--- src/rtl/smvm_pkg.sv ---
// Shared widths, state encoding and FIFO entry layout for the SMVM result collector.
package smvm_pkg;

  localparam int HALF_W = 14;
  localparam int ACC_W  = 2 * HALF_W;
  localparam int ROW_W  = 8;
  localparam int DEPTH  = 8;

  typedef enum logic [1:0] {
    IDLE    = 2'd0,
    COLLECT = 2'd1,
    DRAIN   = 2'd2
  } state_t;

  typedef struct packed {
    logic [ACC_W-1:0] data;
    logic [ROW_W-1:0] row;
    logic             last;
  } res_entry_t;

  localparam int ENTRY_W = ACC_W + ROW_W + 1;

endpackage

--- src/rtl/smvm_res_fifo.sv ---
// Synchronous FIFO with wrap-around pointers and a separately tracked occupancy count.
module smvm_res_fifo
  import smvm_pkg::*;
#(
  parameter int W     = ENTRY_W,
  parameter int DEPTH = 8
) (
  input  logic                     clk,
  input  logic                     rst,
  input  logic                     push,
  input  logic [W-1:0]             wdata,
  input  logic                     pop,
  output logic [W-1:0]             rdata,
  output logic                     full,
  output logic                     empty,
  output logic [$clog2(DEPTH):0]   count
);

  localparam int PTR_W = $clog2(DEPTH);
  localparam logic [PTR_W:0] FULL_CNT = (PTR_W + 1)'(DEPTH);

  logic [W-1:0]     mem_q [DEPTH];
  logic [W-1:0]     mem_d [DEPTH];
  logic [PTR_W-1:0] wr_ptr_q, wr_ptr_d;
  logic [PTR_W-1:0] rd_ptr_q, rd_ptr_d;
  logic [PTR_W:0]   count_q, count_d;
  logic             do_push, do_pop;

  // A full FIFO still accepts a write when the head leaves in the same cycle.
  assign do_pop  = pop && (count_q != '0);
  assign do_push = push && ((count_q != FULL_CNT) || do_pop);

  always_comb begin
    mem_d    = mem_q;
    wr_ptr_d = wr_ptr_q;
    rd_ptr_d = rd_ptr_q;
    count_d  = count_q;
    if (do_push) begin
      mem_d[wr_ptr_q] = wdata;
      wr_ptr_d        = wr_ptr_q + 1'b1;
    end
    if (do_pop) begin
      rd_ptr_d = rd_ptr_q + 1'b1;
    end
    case ({do_push, do_pop})
      2'b10:   count_d = count_q + 1'b1;
      2'b01:   count_d = count_q - 1'b1;
      default: count_d = count_q;
    endcase
  end

  always_ff @(posedge clk) begin
    if (rst) begin
      mem_q    <= '{default: '0};
      wr_ptr_q <= '0;
      rd_ptr_q <= '0;
      count_q  <= '0;
    end else begin
      mem_q    <= mem_d;
      wr_ptr_q <= wr_ptr_d;
      rd_ptr_q <= rd_ptr_d;
      count_q  <= count_d;
    end
  end

  assign rdata = mem_q[rd_ptr_q];
  assign full  = (count_q == FULL_CNT);
  assign empty = (count_q == '0);
  assign count = count_q;

endmodule

--- src/rtl/smvm_result_collector.sv ---
// Reassembles hi/lo SMVM output words into tagged 28-bit row results and
// buffers them for a valid/ready consumer; the SMVM side is never stalled.
module smvm_result_collector
  import smvm_pkg::*;
(
  input  logic              clk,
  input  logic              rst,
  input  logic              start,
  input  logic [ROW_W-1:0]  num_rows,
  input  logic              in_valid,
  input  logic [HALF_W-1:0] in_data,
  output logic              res_valid,
  input  logic              res_ready,
  output logic [ACC_W-1:0]  res_data,
  output logic [ROW_W-1:0]  res_row,
  output logic              res_last,
  output logic              busy,
  output logic              done,
  output logic              overflow,
  output logic              extra_err
);

  state_t              state_q, state_d;
  logic                phase_q, phase_d;
  logic [HALF_W-1:0]   hi_q, hi_d;
  logic [ROW_W-1:0]    row_cnt_q, row_cnt_d;
  logic [ROW_W-1:0]    num_rows_q, num_rows_d;
  logic                overflow_q, overflow_d;
  logic                extra_err_q, extra_err_d;
  logic                done_q, done_d;

  logic                fifo_push, fifo_pop, fifo_full, fifo_empty;
  logic [$clog2(DEPTH):0] fifo_count;
  res_entry_t          push_entry, head;
  logic [ENTRY_W-1:0]  fifo_rdata;
  logic                is_last, push_ok;

  assign fifo_pop  = res_valid && res_ready;
  assign push_ok   = !fifo_full || fifo_pop;
  assign is_last   = (row_cnt_q == (num_rows_q - ROW_W'(1)));

  assign push_entry.data = {hi_q, in_data};
  assign push_entry.row  = row_cnt_q;
  assign push_entry.last = is_last;

  always_comb begin
    state_d     = state_q;
    phase_d     = phase_q;
    hi_d        = hi_q;
    row_cnt_d   = row_cnt_q;
    num_rows_d  = num_rows_q;
    overflow_d  = overflow_q;
    extra_err_d = extra_err_q;
    done_d      = 1'b0;
    fifo_push   = 1'b0;
    case (state_q)
      IDLE: begin
        if (start) begin
          num_rows_d  = num_rows;
          row_cnt_d   = '0;
          phase_d     = 1'b0;
          overflow_d  = 1'b0;
          extra_err_d = 1'b0;
          if (num_rows != '0) state_d = COLLECT;
          else                done_d  = 1'b1;
        end else if (in_valid) begin
          extra_err_d = 1'b1;
        end
      end
      COLLECT: begin
        if (in_valid) begin
          if (!phase_q) begin
            hi_d    = in_data;
            phase_d = 1'b1;
          end else begin
            // Dropped results still consume a row tag so later tags stay aligned.
            phase_d   = 1'b0;
            row_cnt_d = row_cnt_q + 1'b1;
            if (push_ok) fifo_push  = 1'b1;
            else         overflow_d = 1'b1;
            if (is_last) state_d = DRAIN;
          end
        end
      end
      DRAIN: begin
        if (in_valid) extra_err_d = 1'b1;
        if (fifo_count == '0) state_d = IDLE;
      end
      default: state_d = IDLE;
    endcase
  end

  always_ff @(posedge clk) begin
    if (rst) begin
      state_q     <= IDLE;
      phase_q     <= 1'b0;
      hi_q        <= '0;
      row_cnt_q   <= '0;
      num_rows_q  <= '0;
      overflow_q  <= 1'b0;
      extra_err_q <= 1'b0;
      done_q      <= 1'b0;
    end else begin
      state_q     <= state_d;
      phase_q     <= phase_d;
      hi_q        <= hi_d;
      row_cnt_q   <= row_cnt_d;
      num_rows_q  <= num_rows_d;
      overflow_q  <= overflow_d;
      extra_err_q <= extra_err_d;
      done_q      <= done_d;
    end
  end

  smvm_res_fifo #(
    .W     (ENTRY_W),
    .DEPTH (DEPTH)
  ) u_fifo (
    .clk   (clk),
    .rst   (rst),
    .push  (fifo_push),
    .wdata (push_entry),
    .pop   (fifo_pop),
    .rdata (fifo_rdata),
    .full  (fifo_full),
    .empty (fifo_empty),
    .count (fifo_count)
  );

  assign head      = fifo_rdata;
  assign res_valid = !fifo_empty;
  assign res_data  = head.data;
  assign res_row   = head.row;
  assign res_last  = head.last;
  assign busy      = (state_q != IDLE);
  assign done      = done_q || ((state_q == DRAIN) && (fifo_count == '0));
  assign overflow  = overflow_q;
  assign extra_err = extra_err_q;

endmodule

--- config.mk ---
export PLATFORM = sky130hd
export DESIGN_NAME = smvm_result_collector
export DESIGN_NICKNAME = d
export VERILOG_FILES = /design/src/rtl/smvm_pkg.sv /design/src/rtl/smvm_res_fifo.sv /design/src/rtl/smvm_result_collector.sv
export SDC_FILE = /design/constraint.sdc
export NUM_CORES = 1
export LEC_CHECK = 0
export ABC_AREA = 1
export CELL_PAD_IN_SITES_DETAIL_PLACEMENT = 1
export CELL_PAD_IN_SITES_GLOBAL_PLACEMENT = 1
export CORE_MARGIN = 5
export CORE_UTILIZATION = 39
export DETAILED_ROUTE_END_ITERATION = 16
export PLACE_DENSITY_LB_ADDON = 0.1
export SLEW_MARGIN = 10
export SYNTH_ARGS = -nofsm -noshare
export SYNTH_HDL_FRONTEND = slang
export SYNTH_HIERARCHICAL = 1
export SYNTH_SLANG_ARGS = --single-unit
--- constraint.sdc ---
create_clock -name clk -period 2.4 [get_ports clk]
set_input_delay 0.24 -clock clk [delete_from_list [all_inputs] [get_ports clk]]
set_output_delay 0.24 -clock clk [all_outputs]
set_load 0.1 [all_outputs]
==> summary.md <==
| Metric | Value |
|---|---|
| Status | completed |
| Worst EP required | about 2.2 ns |
| Cts bufs inserted | 41 |
| Clock Skews | roughly 0.017 ns |
| CP delay by family, top | compound AO/OA/AOI/OAI gates |
| HPWL Detailed | 32600 um |
| Core Area | 0.0440 mm2 |
| Wire per inst | ~17 um |
| CP max stage cell | dfxtp_4 |
| Avg Inst Size Synth | 6.33 um2 |
| Final #Nets | 2752 |
| Post-synth top area share | between 30% and 40% |
| Routed via count | 16381 |
| GP Congestion | around 0.77 |
| CP bufs+invs | 3 |
| Synth area leader | dfxtp_1 |
| Reg power frac | between 40% and 50% |
| Pint | around 0.010 W |
| Final instance area | 0.0204 mm2 |
| Largest cells by area after synthesis | dfxtp_1 (40%), nand2_1 (15%), nor2_1 (14%) |
| Synth unique cells | 38 |
| Synth warn | 6 |
| Crit Path Category | register to output port |
| CP max stage delay | 0.43 ns |
| Seq cells post-synth | 342 |
| Pin count of the biggest net entering global routing | 82 |
| Fmax | between 400 and 500 MHz |
| Crit. End Element | output port |
| Syn nets | 2760 |
| Clock Latency Late Sink | around 0.57 ns |
| Final std cells w/o fill | 3337 |
| Clock Sinks | 342 |
| Comb pwr share | 6.9% |
| Switching power share of the total | about a quarter |
| Clock network power share | 49.0% |
| Input/output buffers | 68 |
| Total die area | 0.0486 mm2 |
| Sw Pwr | 0.00333 W |
| Slew headroom | 58.9% |
| Initial antenna violation count | 0 |
| Peak supply drop | 0.000442 V |
| CP startpoint kind | register |
| Initial Utilization | 39.2% |
| Pins Over Slew Limit | 0 |
| Pleak | 10.7 nW |
| CP arrival | 2.11 ns |
| Post-synthesis sequential area ratio | 39.7% |
| Setup tns final | 0 ns |
| CTS root buf | clkbuf_16 |
| Final ANT Viol Nets | 0 |
| Max-cap violation count | 0 |
| P&R area growth vs syn | 18.4% |
| Cells after synthesis | 2725 |
| Ports | 69 |
| GR Overflow Total | 0 |
| Vias/cell | 4.91 |
| Final setup fails | 0 |
| Final Hold Vio Count | 0 |
| Vias in the first global route | 16657 |
| Crit path time final | 2.35 ns |
| Die X-Extent | 220 um |
| Synth Cell Area | 0.0173 mm2 |
| Global-route wire length before repair | slightly below 90000 um |
| H-tree levels | 2 |
| TritonCTS clock tree | done |
| Pre-antenna DRT Iters | 5 |
| Reg clk slew, reported paths | 0.06 ns |
| Tot Pwr | 0.0133 W |
| Post-layout util | 46.4% |
| Filler cells | 5747 |
| Total GRT Usage | 22.0% |
| DR DRC count | 0 |
| WL final | 56200 um |
| Share of post-route cells with drive strength above 1 | about 8.6% |
| Die Y | 220 um |
| Slew @ Worst Pin | 0.615 ns |
| FP Rows | 77 |
| Unrepaired setup endpoints after global routing | yes |
| Worst min path class | primary input to register |
| Worst-path cell chain | inv_6, buf_16, a21oi_1, o21ai_0, nand3_1, o21a_1, buf_12 |
| DP Area | 0.0187 mm2 |
| Final period utilization | ~98% |
| Power per cell area | around 650 mW/mm2 |
| 1st-iter DRT viols | 840 |
| Maximum fanout along the worst path | 19 |
| Cells after DPL | 3253 |
| Clock buffer depth | 3 |
==> repair_timing <==
action                     4_1_cts  5_1_grt
gates resized for setup          8       33
gates cloned                     1        7
hold buffers                     0        0
setup buffers                    3        2
pin swaps                        1        2
setup endpoints to repair       23       24
==> metal layers <==
metal	GRT usage [%]	wire, um	vias up
li1	-	-	8166
met1	27.9	25600	7940
met2	39.5	27600	194
met3	3.39	1900	81
met4	5.12	1140	0
met5	0	0	-
==> state kept, by name, summed over array words and instances, names as in the netlist <==
signal,count
u_fifo/count,4
row_cnt_q,8
num_rows_q,8
state_q,2
u_fifo/rd_ptr_q,3
u_fifo/mem_q,296
phase_q,1
overflow,1
u_fifo/wr_ptr_q,3
done_q,1
hi_q,14
extra_err,1
==> metrics by stage <==
step           hold WS (ns)  worst slack (ns)
6_report              0.276            0.0495
5_1_grt               0.268           -0.0903
4_1_cts               0.242           0.00152
3_5_place_dp          0.489            -0.109
3_3_place_gp          0.463           -0.0670
2_1_floorplan         0.302            0.0109
==> cell usage after synthesis <==
| cell | n |
|---|---|
| nand3_4 | 1 |
| fa_1 | 1 |
| nor2_8 | 1 |
| nand3_2 | 9 |
| a211oi_1 | 1 |
| nand4_4 | 1 |
| o21ai_0 | 173 |
| dfxtp_1 | 342 |
| clkinv_1 | 2 |
| buf_2 | 69 |
| buf_4 | 6 |
| xnor2_1 | 4 |
| nand3_1 | 54 |
| o22ai_1 | 6 |
| nor3_1 | 5 |
| nor4_1 | 2 |
| nand3b_1 | 1 |
| a21oi_2 | 1 |
| o21ai_1 | 1 |
| or2_2 | 2 |
| a21oi_1 | 166 |
| xor2_1 | 2 |
| nor2_2 | 4 |
| buf_1 | 8 |
| mux2i_1 | 1 |
| nor2_1 | 653 |
| o21bai_1 | 1 |
| nand2_4 | 3 |
| inv_2 | 4 |
| nor2_4 | 2 |
| inv_1 | 347 |
| or4_1 | 1 |
| clkbuf_1 | 59 |
| nand2_1 | 691 |
| buf_6 | 53 |
| nand4_1 | 3 |
| ha_1 | 7 |
| o21a_1 | 38 |
==> worst register-to-register path: stages (launching register included) <==
cell and delay [ns]:
dfxtp_2 0.32, inv_1 0.09, nand3_2 0.11, inv_2 0.05, nor2_2 0.15, buf_4 0.14
inv_1 0.05, nand4_4 0.09, nand2_1 0.10, ha_4 0.19, ha_1 0.29, or2_2 0.31
nand2_1 0.07, nand2_1 0.05, nand2_1 0.06, nand2_1 0.05, a21oi_1 0.11
==> path summary, 6_finish.rpt <==
check / start / end / slack, ns / depth (start not counted)
worst min register to register: overflow / overflow / 0.50 / 2
worst max-delay path: u_fifo/rd_ptr_q[0] / res_data[4] / 0.05 / 7
worst min-delay path: num_rows[1] / num_rows_q[1] / 0.28 / 3
worst max register to register: u_fifo/count[3] / u_fifo/count[3] / 0.10 / 16
==> power by group through the flow <==
stage	sequential [W]	combinational [W]	clock, W
floorplan	0.00593	0.000663	0
global placement	0.00602	0.000897	0
detailed placement	0.00603	0.000914	0
CTS	0.00590	0.000919	0.00671
global route	0.00591	0.000994	0.00693
finish	0.00590	0.000915	0.00653
==> logic make-up (layout without fill, tap and decap cells) <==
family	count (synthesis)	count (layout)	synth area share, %
compound gates	387	387	11.9
other cells	0	1	0
simple gates	1433	1433	32.6
buf+inv	548	567	14.9
mux	1	1	0.0580
flops	342	342	39.7
xor+xnor	6	6	0.304
fa+ha+maj	8	8	0.623
==> final cells by class <==
class,instances,area [um2],share of cell area (%)
inverters,353,1340,6.56
flip-flops and latches,342,6860,33.5
well taps,592,741,3.62
clock buffers,57,1190,5.82
clock inverters,13,199,0.973
repair buffers,144,2120,10.4
multi-input cells,1835,7990,39.1
diodes,1,2.50,0.0122
==> placed cells by master (no fill, tap or decap), drive strengths merged, types with 6 or more instances in the layout <==
cell and count:
nor2 660, nand2 694, ha 7, o21ai 174, a21oi 167, o22ai 6
clkbuf 62, clkdlybuf4s50 26, dfxtp 342, inv 352, o21a 38, clkinv 7
buf 113, nand3 64
Power figures use the tool's default switching activity.
